$ cat src/rtl/systolic_pkg.sv
// Shared definitions for the systolic array result drain path.
// Holds default geometry, derived packing constants and the writeback FSM state type.
package systolic_pkg;

  localparam int unsigned DefArraySize     = 32;
  localparam int unsigned DefDataWidth     = 8;
  localparam int unsigned DefOutcomeWidth  = 2 * DefDataWidth + 5;
  localparam int unsigned DefSramDataWidth = 64;
  localparam int unsigned DefAddrWidth     = 10;

  // Words per result row and lanes per SRAM word.
  localparam int unsigned DefWpr = DefArraySize * DefDataWidth / DefSramDataWidth;
  localparam int unsigned DefLpw = DefSramDataWidth / DefDataWidth;

  typedef enum logic [1:0] {
    StIdle,
    StCapture,
    StPack,
    StDone
  } wb_state_t;

endpackage

$ cat src/rtl/systolic_wb_requant.sv
// Single-lane requantizer: rounding arithmetic right shift followed by saturation to a
// signed DATA_WIDTH-bit value. Purely combinational.
// Optional feature macro: SYSTOLIC_WB_RELU_EN clamps negative shifted values to zero.
// Ports:
//   lane_i  - signed accumulator lane (OUTCOME_WIDTH bits)
//   shift_i - right-shift amount; rounding adds half an LSB of the result when non-zero
//   q_o     - requantized lane (DATA_WIDTH bits, two's complement)
module systolic_wb_requant #(
  parameter int unsigned OUTCOME_WIDTH = 21,
  parameter int unsigned DATA_WIDTH    = 8
) (
  input  logic [OUTCOME_WIDTH-1:0] lane_i,
  input  logic [4:0]               shift_i,
  output logic [DATA_WIDTH-1:0]    q_o
);

  // One guard bit so the rounding add cannot overflow.
  localparam int unsigned W = OUTCOME_WIDTH + 1;

  localparam logic signed [W-1:0] SatMax = {{(W - DATA_WIDTH + 1){1'b0}},
                                            {(DATA_WIDTH - 1){1'b1}}};
  localparam logic signed [W-1:0] SatMin = ~SatMax;

  logic signed [W-1:0] ext;
  logic signed [W-1:0] rnd;
  logic signed [W-1:0] sum;
  logic signed [W-1:0] shifted;
  logic signed [W-1:0] clipped;

  always_comb begin
    ext = {lane_i[OUTCOME_WIDTH-1], lane_i};
    rnd = '0;
    if (shift_i != 5'd0) begin
      rnd = W'(1) << (shift_i - 5'd1);
    end
    sum     = ext + rnd;
    shifted = sum >>> shift_i;
    clipped = shifted;
`ifdef SYSTOLIC_WB_RELU_EN
    if (shifted[W-1]) begin
      clipped = '0;
    end
`endif
    if (clipped > SatMax) begin
      q_o = SatMax[DATA_WIDTH-1:0];
    end else if (clipped < SatMin) begin
      q_o = SatMin[DATA_WIDTH-1:0];
    end else begin
      q_o = clipped[DATA_WIDTH-1:0];
    end
  end

endmodule

$ cat src/rtl/systolic_writeback.sv
// Result drain unit for the systolic array. Accepts one row of accumulator lanes per
// handshake, requantizes each lane to DATA_WIDTH bits and writes the row to the output
// SRAM as WPR consecutive words starting at base_addr + row*WPR (address wraps).
// Optional feature macro: SYSTOLIC_WB_RELU_EN (negative lanes forced to zero).
// Ports:
//   clk, rst                 - clock and synchronous active-high reset
//   start                    - job start, sampled only when idle
//   base_addr, num_rows,
//   shift_amt                - job configuration, latched on start
//   outcome_valid/ready      - row handshake; mul_outcome holds ARRAY_SIZE signed lanes
//   sram_we/waddr/wdata      - registered SRAM write port
//   busy                     - job in progress, through the done cycle
//   done                     - single-cycle completion pulse
module systolic_writeback
  import systolic_pkg::*;
#(
  parameter int unsigned ARRAY_SIZE      = DefArraySize,
  parameter int unsigned DATA_WIDTH      = DefDataWidth,
  parameter int unsigned OUTCOME_WIDTH   = DefOutcomeWidth,
  parameter int unsigned SRAM_DATA_WIDTH = DefSramDataWidth,
  parameter int unsigned ADDR_WIDTH      = DefAddrWidth
) (
  input  logic                                clk,
  input  logic                                rst,
  input  logic                                start,
  input  logic [ADDR_WIDTH-1:0]               base_addr,
  input  logic [5:0]                          num_rows,
  input  logic [4:0]                          shift_amt,
  input  logic                                outcome_valid,
  input  logic [ARRAY_SIZE*OUTCOME_WIDTH-1:0] mul_outcome,
  output logic                                outcome_ready,
  output logic                                sram_we,
  output logic [ADDR_WIDTH-1:0]               sram_waddr,
  output logic [SRAM_DATA_WIDTH-1:0]          sram_wdata,
  output logic                                busy,
  output logic                                done
);

  localparam int unsigned Wpr    = ARRAY_SIZE * DATA_WIDTH / SRAM_DATA_WIDTH;
  localparam int unsigned Lpw    = SRAM_DATA_WIDTH / DATA_WIDTH;
  localparam int unsigned Kw     = (Wpr > 1) ? $clog2(Wpr) : 1;
  localparam int unsigned VecW   = ARRAY_SIZE * OUTCOME_WIDTH;
  localparam int unsigned WordLw = Lpw * OUTCOME_WIDTH;

  wb_state_t                  state_q, state_d;
  logic [5:0]                 row_q, row_d;
  logic [5:0]                 num_rows_q, num_rows_d;
  logic [4:0]                 shift_q, shift_d;
  logic [Kw-1:0]              k_q, k_d;
  logic [ADDR_WIDTH-1:0]      addr_q, addr_d;
  logic [VecW-1:0]            vec_q, vec_d;
  logic                       we_q, we_d;
  logic [ADDR_WIDTH-1:0]      waddr_q, waddr_d;
  logic [SRAM_DATA_WIDTH-1:0] wdata_q, wdata_d;
  logic                       done_q, done_d;

  logic [WordLw-1:0]          cur_lanes;
  logic [SRAM_DATA_WIDTH-1:0] word_packed;

  // Lanes belonging to the word currently being packed.
  assign cur_lanes = vec_q[k_q * WordLw +: WordLw];

  for (genvar j = 0; j < Lpw; j++) begin : g_lane
    systolic_wb_requant #(
      .OUTCOME_WIDTH(OUTCOME_WIDTH),
      .DATA_WIDTH   (DATA_WIDTH)
    ) u_requant (
      .lane_i (cur_lanes[j*OUTCOME_WIDTH +: OUTCOME_WIDTH]),
      .shift_i(shift_q),
      .q_o    (word_packed[j*DATA_WIDTH +: DATA_WIDTH])
    );
  end

  always_comb begin
    state_d    = state_q;
    row_d      = row_q;
    num_rows_d = num_rows_q;
    shift_d    = shift_q;
    k_d        = k_q;
    addr_d     = addr_q;
    vec_d      = vec_q;
    we_d       = 1'b0;
    waddr_d    = waddr_q;
    wdata_d    = wdata_q;
    done_d     = 1'b0;

    unique case (state_q)
      StIdle: begin
        if (start) begin
          num_rows_d = num_rows;
          shift_d    = shift_amt;
          row_d      = '0;
          k_d        = '0;
          // Running address equals base + row*WPR + k, wrapping naturally.
          addr_d     = base_addr;
          state_d    = (num_rows == 6'd0) ? StDone : StCapture;
        end
      end
      StCapture: begin
        if (outcome_valid) begin
          vec_d   = mul_outcome;
          k_d     = '0;
          state_d = StPack;
        end
      end
      StPack: begin
        we_d    = 1'b1;
        waddr_d = addr_q;
        wdata_d = word_packed;
        addr_d  = addr_q + ADDR_WIDTH'(1);
        if (k_q == Kw'(Wpr - 1)) begin
          k_d     = '0;
          row_d   = row_q + 6'd1;
          state_d = (row_q + 6'd1 == num_rows_q) ? StDone : StCapture;
        end else begin
          k_d = k_q + Kw'(1);
        end
      end
      StDone: begin
        done_d  = 1'b1;
        state_d = StIdle;
      end
      default: state_d = StIdle;
    endcase
  end

  always_ff @(posedge clk) begin
    if (rst) begin
      state_q    <= StIdle;
      row_q      <= '0;
      num_rows_q <= '0;
      shift_q    <= '0;
      k_q        <= '0;
      addr_q     <= '0;
      vec_q      <= '0;
      we_q       <= 1'b0;
      waddr_q    <= '0;
      wdata_q    <= '0;
      done_q     <= 1'b0;
    end else begin
      state_q    <= state_d;
      row_q      <= row_d;
      num_rows_q <= num_rows_d;
      shift_q    <= shift_d;
      k_q        <= k_d;
      addr_q     <= addr_d;
      vec_q      <= vec_d;
      we_q       <= we_d;
      waddr_q    <= waddr_d;
      wdata_q    <= wdata_d;
      done_q     <= done_d;
    end
  end

  assign outcome_ready = (state_q == StCapture);
  assign sram_we       = we_q;
  assign sram_waddr    = waddr_q;
  assign sram_wdata    = wdata_q;
  // done is registered one cycle behind StDone, so busy must cover that cycle too.
  assign busy          = (state_q != StIdle) || done_q;
  assign done          = done_q;

endmodule
$ cat config.mk
export PLATFORM = sky130hd
export DESIGN_NAME = systolic_writeback
export DESIGN_NICKNAME = d
export VERILOG_FILES = /design/src/rtl/systolic_pkg.sv /design/src/rtl/systolic_wb_requant.sv /design/src/rtl/systolic_writeback.sv
export SDC_FILE = /design/constraint.sdc
export NUM_CORES = 2
export LEC_CHECK = 0
export CORE_AREA = 2 2 456 345
export CTS_CLUSTER_DIAMETER = 100
export DETAILED_ROUTE_END_ITERATION = 7
export DIE_AREA = 0 0 458 347
export PLACE_DENSITY = 0.6
export SLEW_MARGIN = 10
export SYNTH_ARGS = -nofsm -noshare
export SYNTH_HDL_FRONTEND = slang
export SYNTH_SLANG_ARGS = --single-unit
$ cat constraint.sdc
create_clock -name clk -period 9.8 [get_ports clk]
set_clock_uncertainty 0.05 [all_clocks]
set_input_delay 2.45 -clock clk [delete_from_list [all_inputs] [get_ports clk]]
set_output_delay 2.45 -clock clk [all_outputs]
set_load 0.005 [all_outputs]
==> qor.csv <==
stage,metric,value,unit
logic_synthesis,multiplexer area fraction after synthesis,10.6,%
routing,Residual DRC,2,
timing,fin. max-slew vios,0,
logic_synthesis,Synth Area in XOR/XNOR,3.31,%
finish,"Core Util, Final",43.1,%
status,outcome,"finished, violations left",
floorplan,Horiz. Die Dim,458,um
routing,DR vias,59400,
logic_synthesis,cell count after synthesis,7099,
worst_setup_path,"Worst Path Class, Setup",reg -> reg,
routing,routed len/inst,28.3,um
placement,HPWL Detailed,206,mm
global_routing,pin count of the biggest net entering global routing,212,
cts,setup bufs post-CTS,0,
floorplan,core box area,0.154,mm2
global_routing,initial antenna violation count,45,
worst_setup_path,CP arrival,8.17,ns
power,P per Cell Area,136,mW/mm2
timing,Hold Slack,0.401,ns
finish,Final nets,8386,
cts,CTS HTree Levels,3,
finish,fraction of layout cells with a size suffix above 1,8.74,%
logic_synthesis,Cell variety after synth,124,
flow_run,maxcap violations,0,
logic_synthesis,"Seq/Total Area, Yosys",29.0,%
cts,Worst-Skew Late Latency,0.73,ns
floorplan,total die area,0.159,mm2
global_routing,global-route usage over all layers,32.9,%
timing,f_max,131,MHz
timing,worst rel slew slack,3.72,%
timing,post-route setup TNS,0,ns
logic_synthesis,"Async S/R FF share, synth",0,%
logic_synthesis,"Cell Area, Synth",0.0538,mm2
cts,CTS Buffer Depth,3,
timing,Final period util,78.0,%
timing,worst-margin pin slew,1.44,ns
cts,CTS Sinks,779,
timing,RSZ-0062 raised after global routing,false,
floorplan,# IOs,775,
floorplan,Starting Density,34.9,%
global_routing,total congestion overflow,0,
cts,Post-CTS Hold Buffers,0,
routing,Routed WL,274,mm
logic_synthesis,complex-gate fraction of the synthesized area,27.5,%
timing,endpoints failing hold,0,
logic_synthesis,Syn Area/Cell,7.58,um2
worst_setup_path,CP startpoint kind,flop,
logic_synthesis,yosys warns,0,
worst_hold_path,Hold WC Path Type,reg -> reg,
worst_setup_path,required time of the critical path,10.32,ns
worst_setup_path,CP Max Fanout,38,
worst_setup_path,endpoint class of the critical path,flop,
status,violated checks,design-rule violations,
floorplan,Die Span Y,347,um
power,Worst VDD drop,128,uV
finish,fin area,0.0665,mm2
logic_synthesis,Synth Net Count,7934,
global_routing,vias in the first global route,56400,
cts,root buf cell,clkbuf_16,
logic_synthesis,main combinational cell family by area after synthesis,compound AO/OA/AOI/OAI gates,
logic_synthesis,post-synthesis simple-gate area fraction,21.4,%
cts,CTS tree,built,
cts,TritonCTS buffer count,85,
timing,Final min period,7.64,ns
cts,post-CTS sizing,0,
routing,Final ANT Viol Nets,0,
global_routing,first-pass GRT wire length,390,mm
logic_synthesis,Post-Synth Adder-Cell Area,3.55,%
placement,Buffers on Ports,774,
finish,Syn-to-layout area delta,23.5,%
placement,dpl cell area,0.0633,mm2
routing,Via density,6.13,
logic_synthesis,number of synthesized flops with an enable pin,0,
power,Leakage,0.0240,uW
logic_synthesis,Yosys reg bits,779,
cts,"Reg clk slew, reported paths",0.07,ns
placement,Placer Congestion,1.02,
logic_synthesis,top_reg_cell synth,dfxtp_1,
routing,Initial DRC Count,7242,
floorplan,Site Rows,125,
timing,final setup violation count,0,
routing,drt pass-1 iters,8,
-- worst paths after layout --
kind / start / endpoint / slack [ns] / cells after the start
worst max register to register: shift_q[1] / sram_wdata[45] / 2.16 / 18
worst min-delay path: vec_q[310] / vec_q[310] / 0.40 / 2
worst max-delay path: shift_q[1] / sram_wdata[45] / 2.16 / 18
worst min register to register: vec_q[310] / vec_q[310] / 0.40 / 2
-- cell usage in the layout (no fill, tap or decap), types with 45 or more instances in the layout --
cell             Yosys  routed
clkdlybuf4s50_1      0     773
o21ai_0            227     226
xor2_1              56      56
a21o_1             111     111
o22ai_1             54      54
nor3_1             104     102
nand3_1             82      82
dfxtp_1            779     772
o31ai_1             50      50
nor2_1             456     446
ha_1               130     130
buf_4                4     150
a22oi_1             45      45
clkbuf_16            0      85
mux4_2             187     187
or3_1               46      45
nand2_1           1734    1731
inv_1               60      57
o211ai_1            67      67
and3_1              45      45
a21oi_1            997     997
a31oi_1             73      73
mux2i_1            117     116
xnor2_1            135     135
a211oi_1           153     153
-- through the flow --
step | power, uW | instances | worst slack (ns)
detailed placement | 5530 | 9496 | 2.55
global placement | 5540 | 9496 | 2.54
floorplan | 4540 | 7099 | 2.82
global route | 9330 | 9681 | 1.97
finish | 9050 | 9686 | 2.16
CTS | 9040 | 9653 | 2.51
-- report_power, final --
part	total [uW]	internal, uW	leakage, uW	switching, uW
sequential	3410	3300	0.00633	106
combinational	2120	805	0.0162	1320
clock	3520	2030	0.00149	1480
-- Yosys cell counts, types with 19 or more instances --
library cell / instances / area [um2]
nand2_1: 1734 / 6510
a21oi_1: 997 / 4990
dfxtp_1: 779 / 15600
clkbuf_1: 473 / 1780
nor2_1: 456 / 1710
o21ai_0: 227 / 1140
mux4_2: 187 / 4210
a211oi_1: 153 / 1150
xnor2_1: 135 / 1180
ha_1: 130 / 1630
mux2i_1: 117 / 1170
a21o_1: 111 / 833
nor3_1: 104 / 521
nand3_1: 82 / 410
a31oi_1: 73 / 457
o211ai_1: 67 / 503
inv_1: 60 / 225
buf_1: 56 / 210
xor2_1: 56 / 490
o22ai_1: 54 / 338
o31ai_1: 50 / 375
or3_1: 46 / 288
a22oi_1: 45 / 338
and3_1: 45 / 282
and2_1: 38 / 238
nand2b_1: 37 / 231
nor4_1: 37 / 231
a211o_1: 36 / 315
a221oi_1: 32 / 280
buf_2: 31 / 155
nand4_1: 31 / 194
mux2_2: 29 / 327
o2111ai_1: 29 / 254
o21a_1: 28 / 210
a2111oi_0: 26 / 228
or2_2: 26 / 163
a31o_2: 23 / 201
o221ai_1: 23 / 201
nor2b_1: 20 / 125
o21bai_1: 20 / 150
a41oi_1: 19 / 166
-- layer usage --
layer / wire length [um] / GRT usage, % / share of wire, % / up-vias
li1: - / - / - / 26700
met5: 92 / 0 / 0.034 / -
met1: 110000 / 41.3 / 40 / 28900
met3: 23100 / 6.32 / 8.4 / 646
met4: 14300 / 16.5 / 5.2 / 14
met2: 127000 / 53.9 / 46 / 3078
-- logic make-up (layout without fill, tap and decap cells) --
logic type	count (synthesis)	after routing
compound gates	2280	2280
xor+xnor	196	196
fa+ha+maj	150	150
buf+inv	631	1153
flops	779	779
mux	334	334
other cells	0	33
simple gates	2729	2729
-- registers in the layout, indices dropped and copies added (netlist names), 2 cells and up --
name	count
addr_q	10
k_q	2
num_rows_q	6
row_q	6
shift_q	5
sram_waddr	10
sram_wdata	64
state_q	2
vec_q	672
-- worst max-delay path: stages (launching register included) --
cell	delay [ns]
dfxtp_4	0.68
nand2_1	0.63
nor2_1	1.12
buf_4	0.34
ha_1	0.29
a21o_1	0.18
nor2_1	0.07
o21ai_0	0.10
o21ai_0	0.42
o211ai_1	0.26
a2111oi_0	0.88
or3_1	0.52
mux2i_1	0.27
or2_2	0.37
nand4_1	0.11
nor3_1	0.06
or3_1	0.38
a31oi_1	0.49
o311ai_0	0.20
-- cell type report --
type | instances | area (um2)
antenna | 33 | 82.6
sequential | 779 | 15600
inverter | 62 | 239
tap | 2032 | 2540
timing repair buffer | 934 | 9080
clock inverter | 34 | 574
clock buffer | 123 | 2490
multi-input combinational | 5689 | 35800
fill | 15600 | 87700
(Power assumes the default switching activity.)
